## src/rtl/mem_port_arbiter_pkg.sv

```systemverilog
// Shared definitions for the fetch/data memory port arbiter.
package mem_port_arbiter_pkg;

  // Arbiter sequencing states.
  typedef enum logic [1:0] {
    IDLE   = 2'd0,
    BUSY_I = 2'd1,
    BUSY_D = 2'd2
  } arb_state_e;

  // Port identifiers, also the encoding of err_src.
  localparam logic PORT_I = 1'b0;
  localparam logic PORT_D = 1'b1;

  // Byte enables as produced by the pipeline controller for loads/stores.
  localparam logic [3:0] BE_NONE = 4'b0000;
  localparam logic [3:0] BE_B    = 4'b0001;
  localparam logic [3:0] BE_H    = 4'b0011;
  localparam logic [3:0] BE_W    = 4'b1111;

  // Saturating increment for the data-run counter.
  function automatic logic [3:0] sat_inc4(input logic [3:0] v, input logic [3:0] lim);
    return (v >= lim) ? lim : v + 4'd1;
  endfunction

endpackage

```

## src/rtl/mem_port_arbiter_if.sv

```systemverilog
// Bus bundle between the pipeline ports, the arbiter and the memory.
// slave: the arbiter's view. master: the pipeline/memory environment's view.
interface mem_port_arbiter_if #(
  parameter int ADDR_W = 32,
  parameter int DATA_W = 32
);
  localparam int BE_N = DATA_W / 8;

  logic              i_req;
  logic [ADDR_W-1:0] i_addr;
  logic              i_ready;
  logic [DATA_W-1:0] i_rdata;
  logic              i_stall;

  logic              d_req;
  logic [BE_N-1:0]   d_we;
  logic [ADDR_W-1:0] d_addr;
  logic [DATA_W-1:0] d_wdata;
  logic              d_ready;
  logic [DATA_W-1:0] d_rdata;
  logic              d_stall;

  logic              mem_req;
  logic [BE_N-1:0]   mem_we;
  logic [ADDR_W-1:0] mem_addr;
  logic [DATA_W-1:0] mem_wdata;
  logic              mem_ready;
  logic [DATA_W-1:0] mem_rdata;

  logic              err_timeout;
  logic              err_src;

  modport slave (
    input  i_req, i_addr, d_req, d_we, d_addr, d_wdata, mem_ready, mem_rdata,
    output i_ready, i_rdata, i_stall, d_ready, d_rdata, d_stall,
           mem_req, mem_we, mem_addr, mem_wdata, err_timeout, err_src
  );

  modport master (
    output i_req, i_addr, d_req, d_we, d_addr, d_wdata, mem_ready, mem_rdata,
    input  i_ready, i_rdata, i_stall, d_ready, d_rdata, d_stall,
           mem_req, mem_we, mem_addr, mem_wdata, err_timeout, err_src
  );

endinterface

```

## src/rtl/mem_port_arbiter_arb_watchdog.sv

```systemverilog
// Transaction watchdog: counts BUSY cycles without a memory completion and
// aborts the transaction when the count reaches TIMEOUT (0 = disabled).
module arb_watchdog #(
  parameter int TIMEOUT = 255
) (
  input  logic clk,
  input  logic rst,
  input  logic busy,
  input  logic mem_ready,
  output logic abort,
  output logic err_timeout
);

  localparam int CNT_W = (TIMEOUT < 2) ? 1 : $clog2(TIMEOUT + 1);
  localparam logic [CNT_W:0] LIMIT = (CNT_W+1)'(TIMEOUT);

  logic [CNT_W-1:0] cnt_q, cnt_d;
  logic [CNT_W:0]   cnt_inc;
  logic             err_timeout_q, err_timeout_d;

  // Abort fires in the BUSY cycle whose stall would bring the count to TIMEOUT.
  always_comb begin
    cnt_inc       = {1'b0, cnt_q} + (CNT_W+1)'(1);
    abort         = (TIMEOUT != 0) && busy && !mem_ready && (cnt_inc == LIMIT);
    cnt_d         = cnt_q;
    if (!busy || abort) cnt_d = '0;
    else if (!mem_ready) cnt_d = cnt_inc[CNT_W-1:0];
    err_timeout_d = abort;
  end

  // Counter and one-cycle abort pulse registers.
  always_ff @(posedge clk or posedge rst) begin
    if (rst) begin
      cnt_q         <= '0;
      err_timeout_q <= 1'b0;
    end else begin
      cnt_q         <= cnt_d;
      err_timeout_q <= err_timeout_d;
    end
  end

  assign err_timeout = err_timeout_q;

endmodule

```

## src/rtl/mem_port_arbiter.sv

```systemverilog
// Shares one single-ported memory between the fetch (I) and data (D) ports.
// Data wins by default since it belongs to the older instruction; a run
// counter lets fetch through after MAX_D_RUN back-to-back data grants.
module mem_port_arbiter
  import mem_port_arbiter_pkg::*;
#(
  parameter int ADDR_W    = 32,
  parameter int DATA_W    = 32,
  parameter int MAX_D_RUN = 4,
  parameter int TIMEOUT   = 255
) (
  input logic              clk,
  input logic              rst,
  mem_port_arbiter_if.slave bus
);

  localparam int BE_N = DATA_W / 8;
  localparam logic [3:0] RUN_MAX = 4'(MAX_D_RUN);

  arb_state_e        state_q, state_d;
  logic              mem_req_q, mem_req_d;
  logic [BE_N-1:0]   mem_we_q, mem_we_d;
  logic [ADDR_W-1:0] mem_addr_q, mem_addr_d;
  logic [DATA_W-1:0] mem_wdata_q, mem_wdata_d;
  logic [3:0]        run_q, run_d;
  logic              err_src_q, err_src_d;
  logic              i_ready, d_ready;
  logic              busy, abort, err_timeout;

  assign busy = (state_q != IDLE);

  arb_watchdog #(.TIMEOUT(TIMEOUT)) u_wdog (
    .clk         (clk),
    .rst         (rst),
    .busy        (busy),
    .mem_ready   (bus.mem_ready),
    .abort       (abort),
    .err_timeout (err_timeout)
  );

  // Arbitration, transaction sequencing and response routing.
  always_comb begin
    state_d     = state_q;
    mem_req_d   = mem_req_q;
    mem_we_d    = mem_we_q;
    mem_addr_d  = mem_addr_q;
    mem_wdata_d = mem_wdata_q;
    run_d       = run_q;
    err_src_d   = err_src_q;
    i_ready     = 1'b0;
    d_ready     = 1'b0;
    unique case (state_q)
      IDLE: begin
        mem_req_d = 1'b0;
        if (bus.d_req && !(bus.i_req && run_q == RUN_MAX)) begin
          state_d     = BUSY_D;
          mem_req_d   = 1'b1;
          mem_we_d    = bus.d_we;
          mem_addr_d  = bus.d_addr;
          mem_wdata_d = bus.d_wdata;
          run_d       = bus.i_req ? sat_inc4(run_q, RUN_MAX) : 4'd0;
        end else if (bus.i_req) begin
          state_d     = BUSY_I;
          mem_req_d   = 1'b1;
          mem_we_d    = '0;
          mem_addr_d  = bus.i_addr;
          mem_wdata_d = '0;
          run_d       = 4'd0;
        end
      end
      BUSY_I, BUSY_D: begin
        if (bus.mem_ready) begin
          i_ready   = (state_q == BUSY_I);
          d_ready   = (state_q == BUSY_D);
          state_d   = IDLE;
          mem_req_d = 1'b0;
        end else if (abort) begin
          state_d   = IDLE;
          mem_req_d = 1'b0;
          err_src_d = (state_q == BUSY_D) ? PORT_D : PORT_I;
        end
      end
      default: begin
        state_d   = IDLE;
        mem_req_d = 1'b0;
      end
    endcase
  end

  // State and latched memory request registers.
  always_ff @(posedge clk or posedge rst) begin
    if (rst) begin
      state_q     <= IDLE;
      mem_req_q   <= 1'b0;
      mem_we_q    <= '0;
      mem_addr_q  <= '0;
      mem_wdata_q <= '0;
      run_q       <= 4'd0;
      err_src_q   <= 1'b0;
    end else begin
      state_q     <= state_d;
      mem_req_q   <= mem_req_d;
      mem_we_q    <= mem_we_d;
      mem_addr_q  <= mem_addr_d;
      mem_wdata_q <= mem_wdata_d;
      run_q       <= run_d;
      err_src_q   <= err_src_d;
    end
  end

  assign bus.mem_req     = mem_req_q;
  assign bus.mem_we      = mem_we_q;
  assign bus.mem_addr    = mem_addr_q;
  assign bus.mem_wdata   = mem_wdata_q;
  assign bus.i_ready     = i_ready;
  assign bus.d_ready     = d_ready;
  assign bus.i_rdata     = bus.mem_rdata;
  assign bus.d_rdata     = bus.mem_rdata;
  assign bus.i_stall     = bus.i_req && !i_ready;
  assign bus.d_stall     = bus.d_req && !d_ready;
  assign bus.err_timeout = err_timeout;
  assign bus.err_src     = err_src_q;

endmodule

```

## src/flat_wrapper.sv

```systemverilog
// flat-port wrapper written by rule: the top's interface ports become plain ports
module mem_port_arbiter_flat import mem_port_arbiter_pkg::*;
#(
  parameter int ADDR_W    = 32,
  parameter int DATA_W    = 32,
  parameter int MAX_D_RUN = 4,
  parameter int TIMEOUT   = 255
)
  (clk, rst, bus_i_req, bus_i_addr, bus_d_req, bus_d_we, bus_d_addr, bus_d_wdata, bus_mem_ready, bus_mem_rdata, bus_i_ready, bus_i_rdata, bus_i_stall, bus_d_ready, bus_d_rdata, bus_d_stall, bus_mem_req, bus_mem_we, bus_mem_addr, bus_mem_wdata, bus_err_timeout, bus_err_src);
  mem_port_arbiter_if #(.ADDR_W(ADDR_W), .DATA_W(DATA_W)) bus_i ();
  input logic clk;
  input logic rst;
  input wire logic [$bits(bus_i.i_req)-1:0] bus_i_req;
  input wire logic [$bits(bus_i.i_addr)-1:0] bus_i_addr;
  input wire logic [$bits(bus_i.d_req)-1:0] bus_d_req;
  input wire logic [$bits(bus_i.d_we)-1:0] bus_d_we;
  input wire logic [$bits(bus_i.d_addr)-1:0] bus_d_addr;
  input wire logic [$bits(bus_i.d_wdata)-1:0] bus_d_wdata;
  input wire logic [$bits(bus_i.mem_ready)-1:0] bus_mem_ready;
  input wire logic [$bits(bus_i.mem_rdata)-1:0] bus_mem_rdata;
  output wire logic [$bits(bus_i.i_ready)-1:0] bus_i_ready;
  output wire logic [$bits(bus_i.i_rdata)-1:0] bus_i_rdata;
  output wire logic [$bits(bus_i.i_stall)-1:0] bus_i_stall;
  output wire logic [$bits(bus_i.d_ready)-1:0] bus_d_ready;
  output wire logic [$bits(bus_i.d_rdata)-1:0] bus_d_rdata;
  output wire logic [$bits(bus_i.d_stall)-1:0] bus_d_stall;
  output wire logic [$bits(bus_i.mem_req)-1:0] bus_mem_req;
  output wire logic [$bits(bus_i.mem_we)-1:0] bus_mem_we;
  output wire logic [$bits(bus_i.mem_addr)-1:0] bus_mem_addr;
  output wire logic [$bits(bus_i.mem_wdata)-1:0] bus_mem_wdata;
  output wire logic [$bits(bus_i.err_timeout)-1:0] bus_err_timeout;
  output wire logic [$bits(bus_i.err_src)-1:0] bus_err_src;
  assign bus_i.i_req = bus_i_req;
  assign bus_i.i_addr = bus_i_addr;
  assign bus_i.d_req = bus_d_req;
  assign bus_i.d_we = bus_d_we;
  assign bus_i.d_addr = bus_d_addr;
  assign bus_i.d_wdata = bus_d_wdata;
  assign bus_i.mem_ready = bus_mem_ready;
  assign bus_i.mem_rdata = bus_mem_rdata;
  assign bus_i_ready = bus_i.i_ready;
  assign bus_i_rdata = bus_i.i_rdata;
  assign bus_i_stall = bus_i.i_stall;
  assign bus_d_ready = bus_i.d_ready;
  assign bus_d_rdata = bus_i.d_rdata;
  assign bus_d_stall = bus_i.d_stall;
  assign bus_mem_req = bus_i.mem_req;
  assign bus_mem_we = bus_i.mem_we;
  assign bus_mem_addr = bus_i.mem_addr;
  assign bus_mem_wdata = bus_i.mem_wdata;
  assign bus_err_timeout = bus_i.err_timeout;
  assign bus_err_src = bus_i.err_src;
  mem_port_arbiter #(.ADDR_W(ADDR_W), .DATA_W(DATA_W), .MAX_D_RUN(MAX_D_RUN), .TIMEOUT(TIMEOUT)) u_core (.clk(clk), .rst(rst), .bus(bus_i));
endmodule
```

## config.mk

```make
export PLATFORM = sky130hd
export DESIGN_NAME = mem_port_arbiter_flat
export DESIGN_NICKNAME = d
export VERILOG_FILES = /design/src/rtl/mem_port_arbiter_pkg.sv /design/src/rtl/mem_port_arbiter_if.sv /design/src/rtl/mem_port_arbiter_arb_watchdog.sv /design/src/rtl/mem_port_arbiter.sv /design/src/flat_wrapper.sv
export SDC_FILE = /design/constraint.sdc
export NUM_CORES = 1
export LEC_CHECK = 0
export CORE_ASPECT_RATIO = 0.5
export CORE_MARGIN = 4
export CORE_UTILIZATION = 37
export DETAILED_ROUTE_END_ITERATION = 7
export GPL_TIMING_DRIVEN = 1
export PLACE_DENSITY = 0.82
export SLEW_MARGIN = 30
export SYNTH_ARGS = -nofsm -noshare
export SYNTH_HDL_FRONTEND = slang
export SYNTH_SLANG_ARGS = --single-unit
```

## constraint.sdc

```tcl
create_clock -name clk -period 2.8 [get_ports clk]
set_input_delay 0.28 -clock clk [delete_from_list [all_inputs] [get_ports clk]]
set_output_delay 0.28 -clock clk [all_outputs]
set_load 0.005 [all_outputs]
```

==> metrics <==
crit path launch type register; largest family of logic cells by synthesized area compound AO/OA/AOI/OAI gates; Die Y 83.7 um; Flop pwr share 0.372; pin count of the biggest net entering global routing 46; Comb power frac 0.418; CTS Root Cell clkbuf_16; GRT Overall Usage 0.158; status completed; critical path peak fanout 3; final hold violation count 0; crit path capture type output port; Clk network pwr share 0.210; Mapped Area 4240 sq um; Crit Path Class register to output port; vias in the first global route 3,307; post-synthesis mux area share 0.0832; initial antenna violation count 0; Initial Utilization 0.383; I/O pin count 276; clock tree from TritonCTS built; Placer Congestion ~0.80; syn avg cell area 10.8 sq um; EDFF count, synth 0; die area 13,300 sq um; total power 5.42 mW; clock slew at reported path FFs 0.07 ns; total CTS buffers 9; Leak 2.62 nW; quantity of hold-fixing buffers added after cts 0; total wire length ~11 mm; post-synthesis cell type count 42; most common cell after layout, fill and taps aside clkdlybuf4s50_1; fin crit period 2.13 ns; first-pass GRT wire length 17.0 mm; skew final 0.00498 ns; setup tns final 0 ns; Adder-Cell Fraction of Synth Area 0.0206; share of layout cells above drive strength 1 0.0706; Cell Chain, Critical Path inv_1 > ha_1 > and3_1 > nor2b_1 > clkdlybuf4s50_1; VDD IR-drop max 400 uV; final-stage net count ~650; final number of max-transition violations 0; ant diodes 0; met1 GRT Util 0.173; unrepaired setup endpoints after global routing no; DR DRC count 0; core area around 11,000 sq um; Buffers on Ports 179; final period utilization 0.761; die width roughly 160 um; Ys Warns 0; post-synthesis net count 538; Pwr per Cell Area roughly 900 nW/um^2; CP max-delay cell clkdlybuf4s50_1; fill count 961; Max Cap Violations 0; Sw Pwr 1.75 mW; Main synth FF type dfrtp_1; Post-DRT Antenna Nets 0; DP Wirelength 8.18 mm; Post-Syn Instances between 300 and 400; first drt pass iteration count 4; depth of the CTS H-tree 3; FMAX 469 MHz; switch share 0.322; M3 GR Usage 0.0375; cell-internal power 3.67 mW; Hold WS 0.380 ns; # resized after CTS 0; routed vias 3,161; Num Clock Sinks 85; GR peak layer met2; FFs w/ async S/R, synth 1.00; simple-gate share of the synthesized area 0.0900; register bit total from synthesis 85; Post-CTS Setup Bufs 0; footprint of the multi-input gates 1510 sq um; Area Growth Syn to Fin 41.8%; fin cells 655; xor/xnor share of the synthesized area 0.00206; grt met2 use 0.297; crit path DAT approximately 1.9 ns; placed cells 639; FP Rows 27; clock buffer depth 2; Iteration-0 DRC Markers 155; most frequent cells in the layout 179 x clkdlybuf4s50_1, 85 x dfrtp_1, 41 x nand2_1, 36 x a22o_1, 36 x o21ai_0; sequential cell area fraction in the yosys report 0.501; Slew headroom 0.506; slowest stage delay, CP about 0.5 ns; final setup violation count 0; grt ovf 0; Compound-Gate Fraction of Synth Area 0.154; worst slew pin tran around 0.74 ns; Clk Latency, worst-skew pair 0.33 ns; vias per cell 4.83; Storage cell area 2130 sq um; critical path data required time 2.52 ns; worst min-delay path class input port to asynchronous set/reset pin; DR WL/cell 16.3 um
metrics by stage:
step	area (sq um)	worst slack, ns	util
global placement	5730	0.641	0.517
floorplan	4240	0.327	-
CTS	6010	0.651	0.543
global route	6010	0.509	0.543
detailed placement	5730	0.584	0.517
finish	6010	0.669	0.543
cell usage after synthesis, types with 2 or more instances:
master,number,area (sq um)
nand3_1,5,25.0
buf_4,70,526
a32o_1,3,30.0
and2_1,3,18.8
nor3_1,5,25.0
nor2b_1,3,18.8
nand2_1,41,154
nand2b_1,3,18.8
buf_2,6,30.0
a22o_1,36,315
ha_1,7,87.6
mux2i_1,33,330
dfrtp_1,85,2130
nor2_1,6,22.5
o21ai_0,36,180
a21oi_1,8,40.0
clkbuf_1,9,33.8
buf_1,2,7.51
inv_1,9,33.8
o21ai_1,2,10.0
worst max-delay path, delay by kind of cell (launching register included):
family | cells | cell delay [ns]
buffers and inverters | 2 | 0.58
flip-flops | 1 | 0.35
AND/OR/NAND/NOR | 2 | 0.27
adder cells (fa/ha/maj) | 1 | 0.32
final timing paths:
kind                                   startpoint                        to  slack, ns  depth (start not counted)
setup / recovery                u_core.state_q[0]               bus_i_stall       0.67                          5
hold / removal                                rst    u_core.u_wdog.cnt_q[5]       0.38                          2
setup reg to reg                u_core.state_q[0]  u_core.bus.mem_wdata[10]       0.70                          6
hold reg to reg            u_core.bus.mem_addr[3]    u_core.bus.mem_addr[3]       0.48                          2
max in group asynchronous                     rst   u_core.bus.mem_addr[21]       1.73                          3
min in group clk           u_core.bus.mem_addr[3]    u_core.bus.mem_addr[3]       0.48                          2
area by class of cell:
type	instances	share of cell area
Clock inverter	7	0.0102
Timing Repair Buffer	187	0.312
Multi-Input combinational cell	213	0.251
Tap cell	145	0.0302
Sequential cell	85	0.354
Inverter	9	0.00583
Clock buffer	9	0.0375
layer usage:
layer  part of all wire  vias to the layer above
met5                  0                        -
met4              0.024                        0
met3              0.044                       35
met2               0.54                       77
met1               0.39                     1525
li1                   -                     1524
flip-flops by register name (all words and copies together), names as in the netlist:
| signal | flops |
|---|---|
| u_core.bus.mem_addr | 32 |
| u_core.bus.mem_wdata | 32 |
| u_core.u_wdog.cnt_q | 8 |
| u_core.bus.mem_we | 4 |
| u_core.run_q | 4 |
| u_core.state_q | 2 |
| u_core.bus.err_src | 1 |
| u_core.bus.mem_req | 1 |
| u_core.u_wdog.err_timeout | 1 |
logic make-up after synthesis:
group / Yosys count
buffers and inverters: 96
AO/OA/AOI/OAI: 93
flip-flops: 85
AND/OR/NAND/NOR: 77
multiplexers: 35
adder cells (fa/ha/maj): 7
XOR/XNOR: 1
power groups by stage:
stage / Sequential [mW] / Clock (mW) / Combinational (mW)
after floorplan: 2.04 / 0 / 0.978
after global placement: 2.02 / 0 / 2.24
after detailed placement: 2.03 / 0 / 2.31
after CTS: 2.02 / 1.17 / 2.31
after global routing: 2.09 / 1.22 / 2.48
final: 2.02 / 1.14 / 2.26
Power figures use the tool's default switching activity.
